`config.mk`:
```
export PLATFORM = sky130hd
export DESIGN_NAME = id_ex_ctrl_stage_flat
export DESIGN_NICKNAME = d
export VERILOG_FILES = /design/src/rtl/rv_ctrl_pkg.sv /design/src/rtl/id_ex_ctrl_stage_if.sv /design/src/rtl/hazard_detect.sv /design/src/rtl/id_ex_ctrl_stage.sv /design/src/flat_wrapper.sv
export SDC_FILE = /design/constraint.sdc
export NUM_CORES = 1
export LEC_CHECK = 0
export ABC_CLOCK_PERIOD_IN_PS = 3800
export CORE_AREA = 2 2 70 72
export CTS_CLUSTER_DIAMETER = 30
export DETAILED_ROUTE_END_ITERATION = 7
export DIE_AREA = 0 0 72 74
export GPL_TIMING_DRIVEN = 1
export PLACE_DENSITY_LB_ADDON = 0.05
export SETUP_SLACK_MARGIN = 0.4
export SKIP_LAST_GASP = 1
export SLEW_MARGIN = 20
export SYNTH_ARGS = -nofsm -noshare
export SYNTH_HDL_FRONTEND = slang
export SYNTH_HIERARCHICAL = 1
export SYNTH_SLANG_ARGS = --single-unit
```
`constraint.sdc`:
```
create_clock -name clk -period 3.8 [get_ports clk]
set_input_delay 0.76 -clock clk [delete_from_list [all_inputs] [get_ports clk]]
set_output_delay 0.76 -clock clk [all_outputs]
set_load 0.01 [all_outputs]
```
`src/rtl/rv_ctrl_pkg.sv`:
```
// Shared control-bundle layout, ALU op codes and ID/EX stage state encoding
// for the pipelined RV32I core.
package rv_ctrl_pkg;

    localparam int unsigned CTRL_W = 12;

    localparam int unsigned CtrlRegWrite = 0;
    localparam int unsigned CtrlMemRead  = 1;
    localparam int unsigned CtrlMemWrite = 2;
    localparam int unsigned CtrlMemtoReg = 3;
    localparam int unsigned CtrlAluSrc   = 4;
    localparam int unsigned CtrlAluOpLo  = 5;
    localparam int unsigned CtrlAluOpHi  = 6;
    localparam int unsigned CtrlBranch   = 7;
    localparam int unsigned CtrlJal      = 8;
    localparam int unsigned CtrlJalr     = 9;
    localparam int unsigned CtrlAuipc    = 10;
    localparam int unsigned CtrlHalt     = 11;

    typedef enum logic [1:0] {
        AluOpAdd    = 2'b00,
        AluOpBranch = 2'b01,
        AluOpRType  = 2'b10,
        AluOpIType  = 2'b11
    } alu_op_e;

    // Field order mirrors the bit indices above, MSB first.
    typedef struct packed {
        logic       halt;
        logic       auipc;
        logic       jalr;
        logic       jal;
        logic       branch;
        logic [1:0] alu_op;
        logic       alu_src;
        logic       mem_to_reg;
        logic       mem_write;
        logic       mem_read;
        logic       reg_write;
    } ctrl_t;

    typedef enum logic {
        StRun    = 1'b0,
        StHalted = 1'b1
    } state_e;

    localparam ctrl_t CtrlBubble = '0;

endpackage

```
`src/rtl/id_ex_ctrl_stage_if.sv`:
```
// ID-side inputs and EX-side outputs of the ID/EX control stage.
// The master drives the decode side; the slave is the pipeline stage.
interface id_ex_ctrl_stage_if #(
    parameter int unsigned CNT_W = 16
);
    import rv_ctrl_pkg::*;

    logic              id_valid;
    logic [CTRL_W-1:0] id_ctrl;
    logic              id_is_fence;
    logic [4:0]        id_rs1;
    logic [4:0]        id_rs2;
    logic [4:0]        id_rd;
    logic              flush;

    logic              ex_valid;
    logic [CTRL_W-1:0] ex_ctrl;
    logic [4:0]        ex_rs1;
    logic [4:0]        ex_rs2;
    logic [4:0]        ex_rd;
    logic              pc_stall;
    logic              halted;
    logic [CNT_W-1:0]  bubble_count;

    modport master (
        output id_valid, id_ctrl, id_is_fence, id_rs1, id_rs2, id_rd, flush,
        input  ex_valid, ex_ctrl, ex_rs1, ex_rs2, ex_rd, pc_stall, halted, bubble_count
    );

    modport slave (
        input  id_valid, id_ctrl, id_is_fence, id_rs1, id_rs2, id_rd, flush,
        output ex_valid, ex_ctrl, ex_rs1, ex_rs2, ex_rd, pc_stall, halted, bubble_count
    );

endinterface

```
`src/rtl/hazard_detect.sv`:
```
// Combinational load-use and halt-in-EX detection for the ID/EX stage.
module hazard_detect (
    input  logic       ex_valid_i,
    input  logic       ex_mem_read_i,
    input  logic       ex_halt_i,
    input  logic [4:0] ex_rd_i,
    input  logic       id_valid_i,
    input  logic [4:0] id_rs1_i,
    input  logic [4:0] id_rs2_i,
    output logic       lu_o,
    output logic       hx_o
);

    logic rd_nonzero;
    logic rs_match;

    assign rd_nonzero = (ex_rd_i != 5'd0);
    // rs2 is compared for every format; the occasional false stall is accepted.
    assign rs_match   = (ex_rd_i == id_rs1_i) || (ex_rd_i == id_rs2_i);

    assign lu_o = ex_valid_i & ex_mem_read_i & rd_nonzero & id_valid_i & rs_match;
    assign hx_o = ex_valid_i & ex_halt_i;

endmodule

```
`src/rtl/id_ex_ctrl_stage.sv`:
```
// ID/EX control pipeline register: load-use stall, redirect squash,
// sticky halt on ECALL/EBREAK/FENCE and a saturating bubble counter.
module id_ex_ctrl_stage
    import rv_ctrl_pkg::*;
#(
    parameter int unsigned CNT_W         = 16,
    parameter bit          HALT_ON_FENCE = 1'b1
) (
    input  logic                clk,
    input  logic                rst_n,
    id_ex_ctrl_stage_if.slave   ctrl_io
);

    state_e           state_q, state_d;
    logic             ex_valid_q, ex_valid_d;
    ctrl_t            ex_ctrl_q, ex_ctrl_d;
    logic [4:0]       ex_rs1_q, ex_rs1_d;
    logic [4:0]       ex_rs2_q, ex_rs2_d;
    logic [4:0]       ex_rd_q, ex_rd_d;
    logic [CNT_W-1:0] cnt_q, cnt_d;

    ctrl_t id_ctrl;
    logic  cnt_inc;
    logic  pc_stall;
    logic  lu;
    logic  hx;

    assign id_ctrl = ctrl_io.id_ctrl;

    hazard_detect u_hazard_detect (
        .ex_valid_i    (ex_valid_q),
        .ex_mem_read_i (ex_ctrl_q.mem_read),
        .ex_halt_i     (ex_ctrl_q.halt),
        .ex_rd_i       (ex_rd_q),
        .id_valid_i    (ctrl_io.id_valid),
        .id_rs1_i      (ctrl_io.id_rs1),
        .id_rs2_i      (ctrl_io.id_rs2),
        .lu_o          (lu),
        .hx_o          (hx)
    );

    always_comb begin
        state_d    = state_q;
        ex_valid_d = 1'b0;
        ex_ctrl_d  = CtrlBubble;
        ex_rs1_d   = 5'd0;
        ex_rs2_d   = 5'd0;
        ex_rd_d    = 5'd0;
        cnt_inc    = 1'b0;
        pc_stall   = 1'b0;

        unique case (state_q)
            StRun: begin
                if (ctrl_io.flush) begin
                    // A halt sitting in EX is wrong-path here and simply dropped.
                    cnt_inc = 1'b1;
                end else if (hx) begin
                    pc_stall = 1'b1;
                    state_d  = StHalted;
                end else if (lu) begin
                    pc_stall = 1'b1;
                    cnt_inc  = 1'b1;
                end else if (ctrl_io.id_valid) begin
                    ex_valid_d = 1'b1;
                    ex_ctrl_d  = id_ctrl;
                    ex_rs1_d   = ctrl_io.id_rs1;
                    ex_rs2_d   = ctrl_io.id_rs2;
                    ex_rd_d    = ctrl_io.id_rd;
                    if (ctrl_io.id_is_fence && !HALT_ON_FENCE) begin
                        ex_ctrl_d.halt = 1'b0;
                    end
                end
            end
            StHalted: begin
                pc_stall = 1'b1;
            end
            default: begin
                state_d = StRun;
            end
        endcase
    end

    always_comb begin
        cnt_d = cnt_q;
        if (cnt_inc && !(&cnt_q)) begin
            cnt_d = cnt_q + CNT_W'(1);
        end
    end

    always_ff @(posedge clk or negedge rst_n) begin
        if (!rst_n) begin
            state_q    <= StRun;
            ex_valid_q <= 1'b0;
            ex_ctrl_q  <= CtrlBubble;
            ex_rs1_q   <= 5'd0;
            ex_rs2_q   <= 5'd0;
            ex_rd_q    <= 5'd0;
            cnt_q      <= '0;
        end else begin
            state_q    <= state_d;
            ex_valid_q <= ex_valid_d;
            ex_ctrl_q  <= ex_ctrl_d;
            ex_rs1_q   <= ex_rs1_d;
            ex_rs2_q   <= ex_rs2_d;
            ex_rd_q    <= ex_rd_d;
            cnt_q      <= cnt_d;
        end
    end

    assign ctrl_io.ex_valid     = ex_valid_q;
    assign ctrl_io.ex_ctrl      = ex_ctrl_q;
    assign ctrl_io.ex_rs1       = ex_rs1_q;
    assign ctrl_io.ex_rs2       = ex_rs2_q;
    assign ctrl_io.ex_rd        = ex_rd_q;
    assign ctrl_io.pc_stall     = pc_stall;
    assign ctrl_io.halted       = (state_q == StHalted);
    assign ctrl_io.bubble_count = cnt_q;

endmodule

```
`src/flat_wrapper.sv`:
```
// flat-port wrapper written by rule: the top's interface ports become plain ports
module id_ex_ctrl_stage_flat import rv_ctrl_pkg::*;
#(
    parameter int unsigned CNT_W         = 16,
    parameter bit          HALT_ON_FENCE = 1'b1
)
  (clk, rst_n, ctrl_io_id_valid, ctrl_io_id_ctrl, ctrl_io_id_is_fence, ctrl_io_id_rs1, ctrl_io_id_rs2, ctrl_io_id_rd, ctrl_io_flush, ctrl_io_ex_valid, ctrl_io_ex_ctrl, ctrl_io_ex_rs1, ctrl_io_ex_rs2, ctrl_io_ex_rd, ctrl_io_pc_stall, ctrl_io_halted, ctrl_io_bubble_count);
  id_ex_ctrl_stage_if #(.CNT_W(CNT_W)) ctrl_io_i ();
  input  logic clk;
  input  logic rst_n;
  input wire logic [$bits(ctrl_io_i.id_valid)-1:0] ctrl_io_id_valid;
  input wire logic [$bits(ctrl_io_i.id_ctrl)-1:0] ctrl_io_id_ctrl;
  input wire logic [$bits(ctrl_io_i.id_is_fence)-1:0] ctrl_io_id_is_fence;
  input wire logic [$bits(ctrl_io_i.id_rs1)-1:0] ctrl_io_id_rs1;
  input wire logic [$bits(ctrl_io_i.id_rs2)-1:0] ctrl_io_id_rs2;
  input wire logic [$bits(ctrl_io_i.id_rd)-1:0] ctrl_io_id_rd;
  input wire logic [$bits(ctrl_io_i.flush)-1:0] ctrl_io_flush;
  output wire logic [$bits(ctrl_io_i.ex_valid)-1:0] ctrl_io_ex_valid;
  output wire logic [$bits(ctrl_io_i.ex_ctrl)-1:0] ctrl_io_ex_ctrl;
  output wire logic [$bits(ctrl_io_i.ex_rs1)-1:0] ctrl_io_ex_rs1;
  output wire logic [$bits(ctrl_io_i.ex_rs2)-1:0] ctrl_io_ex_rs2;
  output wire logic [$bits(ctrl_io_i.ex_rd)-1:0] ctrl_io_ex_rd;
  output wire logic [$bits(ctrl_io_i.pc_stall)-1:0] ctrl_io_pc_stall;
  output wire logic [$bits(ctrl_io_i.halted)-1:0] ctrl_io_halted;
  output wire logic [$bits(ctrl_io_i.bubble_count)-1:0] ctrl_io_bubble_count;
  assign ctrl_io_i.id_valid = ctrl_io_id_valid;
  assign ctrl_io_i.id_ctrl = ctrl_io_id_ctrl;
  assign ctrl_io_i.id_is_fence = ctrl_io_id_is_fence;
  assign ctrl_io_i.id_rs1 = ctrl_io_id_rs1;
  assign ctrl_io_i.id_rs2 = ctrl_io_id_rs2;
  assign ctrl_io_i.id_rd = ctrl_io_id_rd;
  assign ctrl_io_i.flush = ctrl_io_flush;
  assign ctrl_io_ex_valid = ctrl_io_i.ex_valid;
  assign ctrl_io_ex_ctrl = ctrl_io_i.ex_ctrl;
  assign ctrl_io_ex_rs1 = ctrl_io_i.ex_rs1;
  assign ctrl_io_ex_rs2 = ctrl_io_i.ex_rs2;
  assign ctrl_io_ex_rd = ctrl_io_i.ex_rd;
  assign ctrl_io_pc_stall = ctrl_io_i.pc_stall;
  assign ctrl_io_halted = ctrl_io_i.halted;
  assign ctrl_io_bubble_count = ctrl_io_i.bubble_count;
  id_ex_ctrl_stage #(.CNT_W(CNT_W), .HALT_ON_FENCE(HALT_ON_FENCE)) u_core (.clk(clk), .rst_n(rst_n), .ctrl_io(ctrl_io_i));
endmodule
```
## Word level (Yosys, flattened, before mapping)

Index checks and enable logic that the tools add are counted.

- Add/sub/neg operators: 1
- Multiply operators: 0
- Div/mod/pow operators: 0
- Magnitude comparators: 0
- Equal/unequal tests: 2
- Shifts and indexed selects: 0
- Mux-type cells: 35
- Bitwise logic cells: 6
- Reductions and logical operators: 5

Operators with widths:

| cell | number |
|---|---|
| 2-to-1 mux 5 bit | 15 |
| 2-to-1 mux 12 bit | 5 |
| adder 16 x 1 -> 16 bit (second input constant) | 1 |
| AND reduction 16 bit | 1 |
| 2-to-1 mux 1 bit | 14 |
| equality test 5 bit | 2 |
| bitwise AND 1 bit | 5 |
| nonzero test 5 bit | 1 |
| case mux 1 bit (2 select lines) | 1 |
| logical AND 1 bit | 1 |
| logical NOT 1 bit | 1 |
| logical OR 1 bit | 1 |
| NOT 1 bit | 1 |

- Bits in registers: 45
- Latch bits: 0
- Memory bits (writable): 0
- ROM bits: 0
- Bits of input ports: 32
- Output and inout bits: 46
- Logic and storage cells: 66
- Memories: 0

## Logic depth before layout (Yosys ltp)

- Depth in word-level cells: 9
- Gate-level depth with buffers: 9
- Mapped depth without buffers: 8

## Modules after synthesis

The synthesis kept the hierarchy.

By module, submodules not included:

| module | times used | cells each | area each (µm²) | sequential area each (µm²) |
|---|---|---|---|---|
| id_ex_ctrl_stage | 1 | 142 | 1825.5 | 1126.1 |
| hazard_detect | 1 | 18 | 135.1 | 0.0 |

## Least setup slack after synthesis

No wires, ideal clock.

- Path type: in2reg
- Start: in ctrl_io_id_rs1[0]
- End: reg u_core.cnt_q[11] (netlist: u_core/ctrl_io.bubble_count[11])
- Library setup time: 0.079 ns
- Arrival time: 2.279 ns
- Required time: 3.721 ns
- Slack: 1.442 ns
- Stages on the path: 8
- Path buffers: 0
- Cell sequence: xor2_1 nor3_1 nand3_1 a21oi_1 nand2b_1 a2111o_1 nor3_1 xor2_1

- Word-level cells in the longest chain between the ends: 8

RTL lines:

| what | RTL line | RTL |
|---|---|---|
| start: declaration | flat_wrapper.sv:14 | `input wire logic [$bits(ctrl_io_i.id_rs1)-1:0] ctrl_io_id_rs1;` |
| equality test 5 bit | hazard_detect.sv:19 | `assign rs_match = (ex_rd_i == id_rs1_i) \|\| (ex_rd_i == id_rs2_i);` |
| logical OR 1 bit | hazard_detect.sv:19 |  |
| bitwise AND 1 bit | hazard_detect.sv:21 | `assign lu_o = ex_valid_i & ex_mem_read_i & rd_nonzero & id_valid_i & rs_match;` |
| net u_core.lu | id_ex_ctrl_stage.sv:25 | `logic lu;` |
| 2-to-1 mux 1 bit | id_ex_ctrl_stage.sv:60 | `end else if (lu) begin` |
| 2-to-1 mux 1 bit | id_ex_ctrl_stage.sv:57 | `end else if (hx) begin` |
| 2-to-1 mux 1 bit | id_ex_ctrl_stage.sv:54 | `if (ctrl_io.flush) begin` |
| 2-to-1 mux 1 bit | id_ex_ctrl_stage.sv:52 | `unique case (state_q)` |
| logical AND 1 bit | id_ex_ctrl_stage.sv:85 | `if (cnt_inc && !(&cnt_q)) begin` |
| end signal: assignment | id_ex_ctrl_stage.sv:106 | `cnt_q <= cnt_d;` |
| end: declaration | id_ex_ctrl_stage.sv:20 | `logic [CNT_W-1:0] cnt_q, cnt_d;` |

The timed path passes the listed nets, and every way through them passes these cells.
A chain may end at the register's enable or synchronous reset.

## Worst setup path after layout

- Start: in ctrl_io_id_rs1[0]
- End: out ctrl_io_pc_stall

- Word-level cells in the longest chain between the ends: 7

RTL lines:

| what | RTL line | RTL |
|---|---|---|
| equality test 5 bit | hazard_detect.sv:19 |  |
| logical OR 1 bit | hazard_detect.sv:19 |  |
| bitwise AND 1 bit | hazard_detect.sv:21 |  |
| net u_core.lu | id_ex_ctrl_stage.sv:25 |  |
| 2-to-1 mux 1 bit | id_ex_ctrl_stage.sv:60 |  |
| 2-to-1 mux 1 bit | id_ex_ctrl_stage.sv:57 |  |
| 2-to-1 mux 1 bit | id_ex_ctrl_stage.sv:54 |  |
| case mux 1 bit (2 select lines) | id_ex_ctrl_stage.sv:52 |  |
| end: declaration | flat_wrapper.sv:23 | `output wire logic [$bits(ctrl_io_i.pc_stall)-1:0] ctrl_io_pc_stall;` |

The timed path passes the listed nets, and every way through them passes these cells.

==> key figures <==
Outcome
  • Status: finished, final reports clean

Layout
  • Layout cells sized above 1: 7.47%
  • Final #Nets: 273
  • Final cell count without fillers: 295
  • Diodes inserted: 0
  • Leading cell type in the layout, fill and taps excluded: clkdlybuf4s50_1
  • Most frequent cells in the layout: 74 x clkdlybuf4s50_1, 45 x dfrtp_1, 28 x and2_1
  • Syn-to-layout area delta: 47.6%

Placement
  • HPWL after detailed placement: 3140 um
  • Placed Instances: 287
  • Final GP Congestion: 0.773
  • Number of port buffers: 76

Critical path
  • CP endpoint kind: primary output
  • CP arrival: 2.35 ns
  • Kind of critical path: in2out
  • Worst-path fanout max: 2
  • Worst path required time: 3.04 ns
  • CP startpoint kind: input port

STA
  • RSZ-0062 raised after global routing: false
  • Final hold slack: 0.454 ns
  • Max Clock Skew: 0.00315 ns
  • Worst Tran Pin Value: 0.706 ns
  • Max frequency: 322 MHz
  • Final period utilization: 81.8%
  • Setup-failing EPs final: 0
  • Hold Vio Cnt, Final: 0
  • Fin. max-slew vios: 0
  • Max_slew headroom: 52.9%
  • Crit path time final: 3.11 ns
  • Post-route setup TNS: 0 ns

Global routing
  • First-pass GRT wire length: 7040 um
  • GRT Total Usage: 17.0%
  • Vias in the first global route: 1540
  • Initial antenna violation count: 0
  • Grt total ovfl: 0
  • Largest net degree at the start of global routing: 46

Floorplanning
  • Initial Utilization: 42.6%
  • Die area: 5330 sq um
  • Ports: 78
  • Floorplan row count: 25
  • Core area: 4600 sq um
  • Die Wd: 72 um
  • Die height: 74 um

Synthesis
  • Top cells by area, synth: dfrtp_1 57%, and2_1 8.9%, xor2_1 8.0%, xnor2_1 3.1%, nor4_4 2.2%
  • Post-synth EDFFs: 0
  • Synthesis Warnings: 6
  • Mapped cell area: 1960 sq um
  • Top-area cell type share of the netlist area: 57.4%
  • Syn_area_per_cell: 12.3 sq um
  • FFs w/ async S/R, synth: 100%
  • Main synth FF type: dfrtp_1
  • Seq/Total Area, Yosys: 57.4%
  • Post-synth cell types: 32
  • Post-synth top area cell: dfrtp_1
  • Synth Instances: 160
  • Net count after synthesis: 193
  • Synth Register Bits: 45

Detailed routing
  • Drt first pass iters: 4
  • Drt drc: 0
  • Post-Route WL: 4170 um
  • Post-DRT Antenna Nets: 0
  • Post-DR wirelength/cell: 14.1 um
  • Iteration-0 DRC Markers: 74
  • Vias per cell: 5.01
  • Via count: 1478

Clocking
  • Post_cts resized: 1
  • Clk_lat worst skew: 0.29 ns
  • Post-CTS Repair Setup Buffers: 0
  • Num Clock Sinks: 45
  • TritonCTS clock tree: built
  • CTS Buffer Depth: 2
  • Number of buffers created by CTS: 5
  • Clock transition at the registers of the reported paths: 0.08 ns
  • H-tree depth: 2
  • CTS root buf: clkbuf_8
  • Hold buffers post-CTS: 0

Power
  • Pwr Total: 1.44 mW
  • Worst IR Drop VDD: 0.278 mV
  • PwrDens: 496 nW/um^2
  • Leak: 1.25 nW

Run
  • Max Cap Viol: 0

Min path
  • Hold Path Class: in2async
[final cells by class]
class | instances | area, sq um
fill | 376 | 1700
inverter | 3 | 11.3
sequential | 45 | 1130
multi-input combinational | 109 | 812
clock inverter | 2 | 37.5
tap | 54 | 67.6
timing repair buffer | 76 | 757
clock buffer | 6 | 82.6
[sequential cells by signal, summed over array words and instances (netlist names)]
register / count
u_core/ctrl_io.bubble_count: 16
u_core/ctrl_io.ex_ctrl: 12
u_core/ctrl_io.ex_rd: 5
u_core/ctrl_io.ex_rs1: 5
u_core/ctrl_io.ex_rs2: 5
u_core/ctrl_io.ex_valid: 1
u_core/ctrl_io.halted: 1
[synth_stat cells (all sizes together) (2+ instances only)]
cell type  count
a21o           2
and2          28
clkbuf         3
dfrtp         45
inv            3
nand2          5
nand3          8
nand4          6
nor2           6
nor3           9
nor3b          2
nor4           4
or4            2
xnor2          7
xor2          18
[report_power, final]
group | total [mW] | switching (mW) | internal (mW)
logic | 0.401 | 0.172 | 0.230
clock network | 0.369 | 0.155 | 0.214
registers | 0.665 | 0.115 | 0.551
total | 1.44 | 0.442 | 0.994
[metal layers]
| metal | global-route usage, % | up-vias | part of all wire [%] |
|---|---|---|---|
| met5 | 0 | - | 0 |
| met4 | 5.66 | 0 | 0.53 |
| met3 | 4.20 | 2 | 6.1 |
| met2 | 29.4 | 48 | 52 |
| met1 | 21.1 | 727 | 42 |
| li1 | - | 701 | - |
[critical path: stages]
cell and delay [ns]:
clkdlybuf4s50_1 0.44, xor2_1 0.17, nor3_1 0.18, nand3_1 0.09, a21oi_1 0.21, nor2_1 0.09
o21bai_1 0.13, dlygate4sd2_1 0.28
[logic make-up (layout without fill, tap and decap cells)]
| logic type | after synthesis | count (layout) | synth area share [%] |
|---|---|---|---|
| and+or+nand+nor | 75 | 75 | 25.0 |
| buffers and inverters | 6 | 87 | 1.15 |
| DFF | 45 | 45 | 57.4 |
| xor gates and xnor gates | 25 | 25 | 11.2 |
| adders and majority gates | 1 | 1 | 0.638 |
| AOI/OAI and AO/OA | 7 | 7 | 3.83 |
| muxes | 1 | 1 | 0.766 |
[metrics by stage]
stage | utilization [%] | instance area (sq um) | worst slack, ns
finish | 62.9 | 2890 | 0.692
global route | 62.9 | 2890 | 0.547
CTS | 62.9 | 2890 | 0.675
detailed placement | 60.3 | 2770 | 0.410
global placement | 60.3 | 2770 | 0.408
floorplan | - | 1960 | 1.44
[worst paths after layout]
| check | cells past startpoint | to | slack [ns] | from |
|---|---|---|---|---|
| setup reg to reg | 6 | u_core/ctrl_io.ex_rs2[0]$_DFF_PN0_ | 1.46 | u_core/ctrl_io.ex_rd[3]$_DFF_PN0_ |
| hold / removal | 1 | u_core/ctrl_io.ex_ctrl[4]$_DFF_PN0_ | 0.45 | rst_n |
| max in group asynchronous | 1 | u_core/ctrl_io.bubble_count[3]$_DFFE_PN0P_ | 2.97 | rst_n |
| setup / recovery | 8 | ctrl_io_pc_stall | 0.69 | ctrl_io_id_rs1[0] |
| min in group clk | 1 | u_core/ctrl_io.bubble_count[15]$_DFFE_PN0P_ | 0.51 | u_core/ctrl_io.bubble_count[15]$_DFFE_PN0P_ |
| hold reg to reg | 1 | u_core/ctrl_io.bubble_count[15]$_DFFE_PN0P_ | 0.51 | u_core/ctrl_io.bubble_count[15]$_DFFE_PN0P_ |
Power figures use the tool's default switching activity.
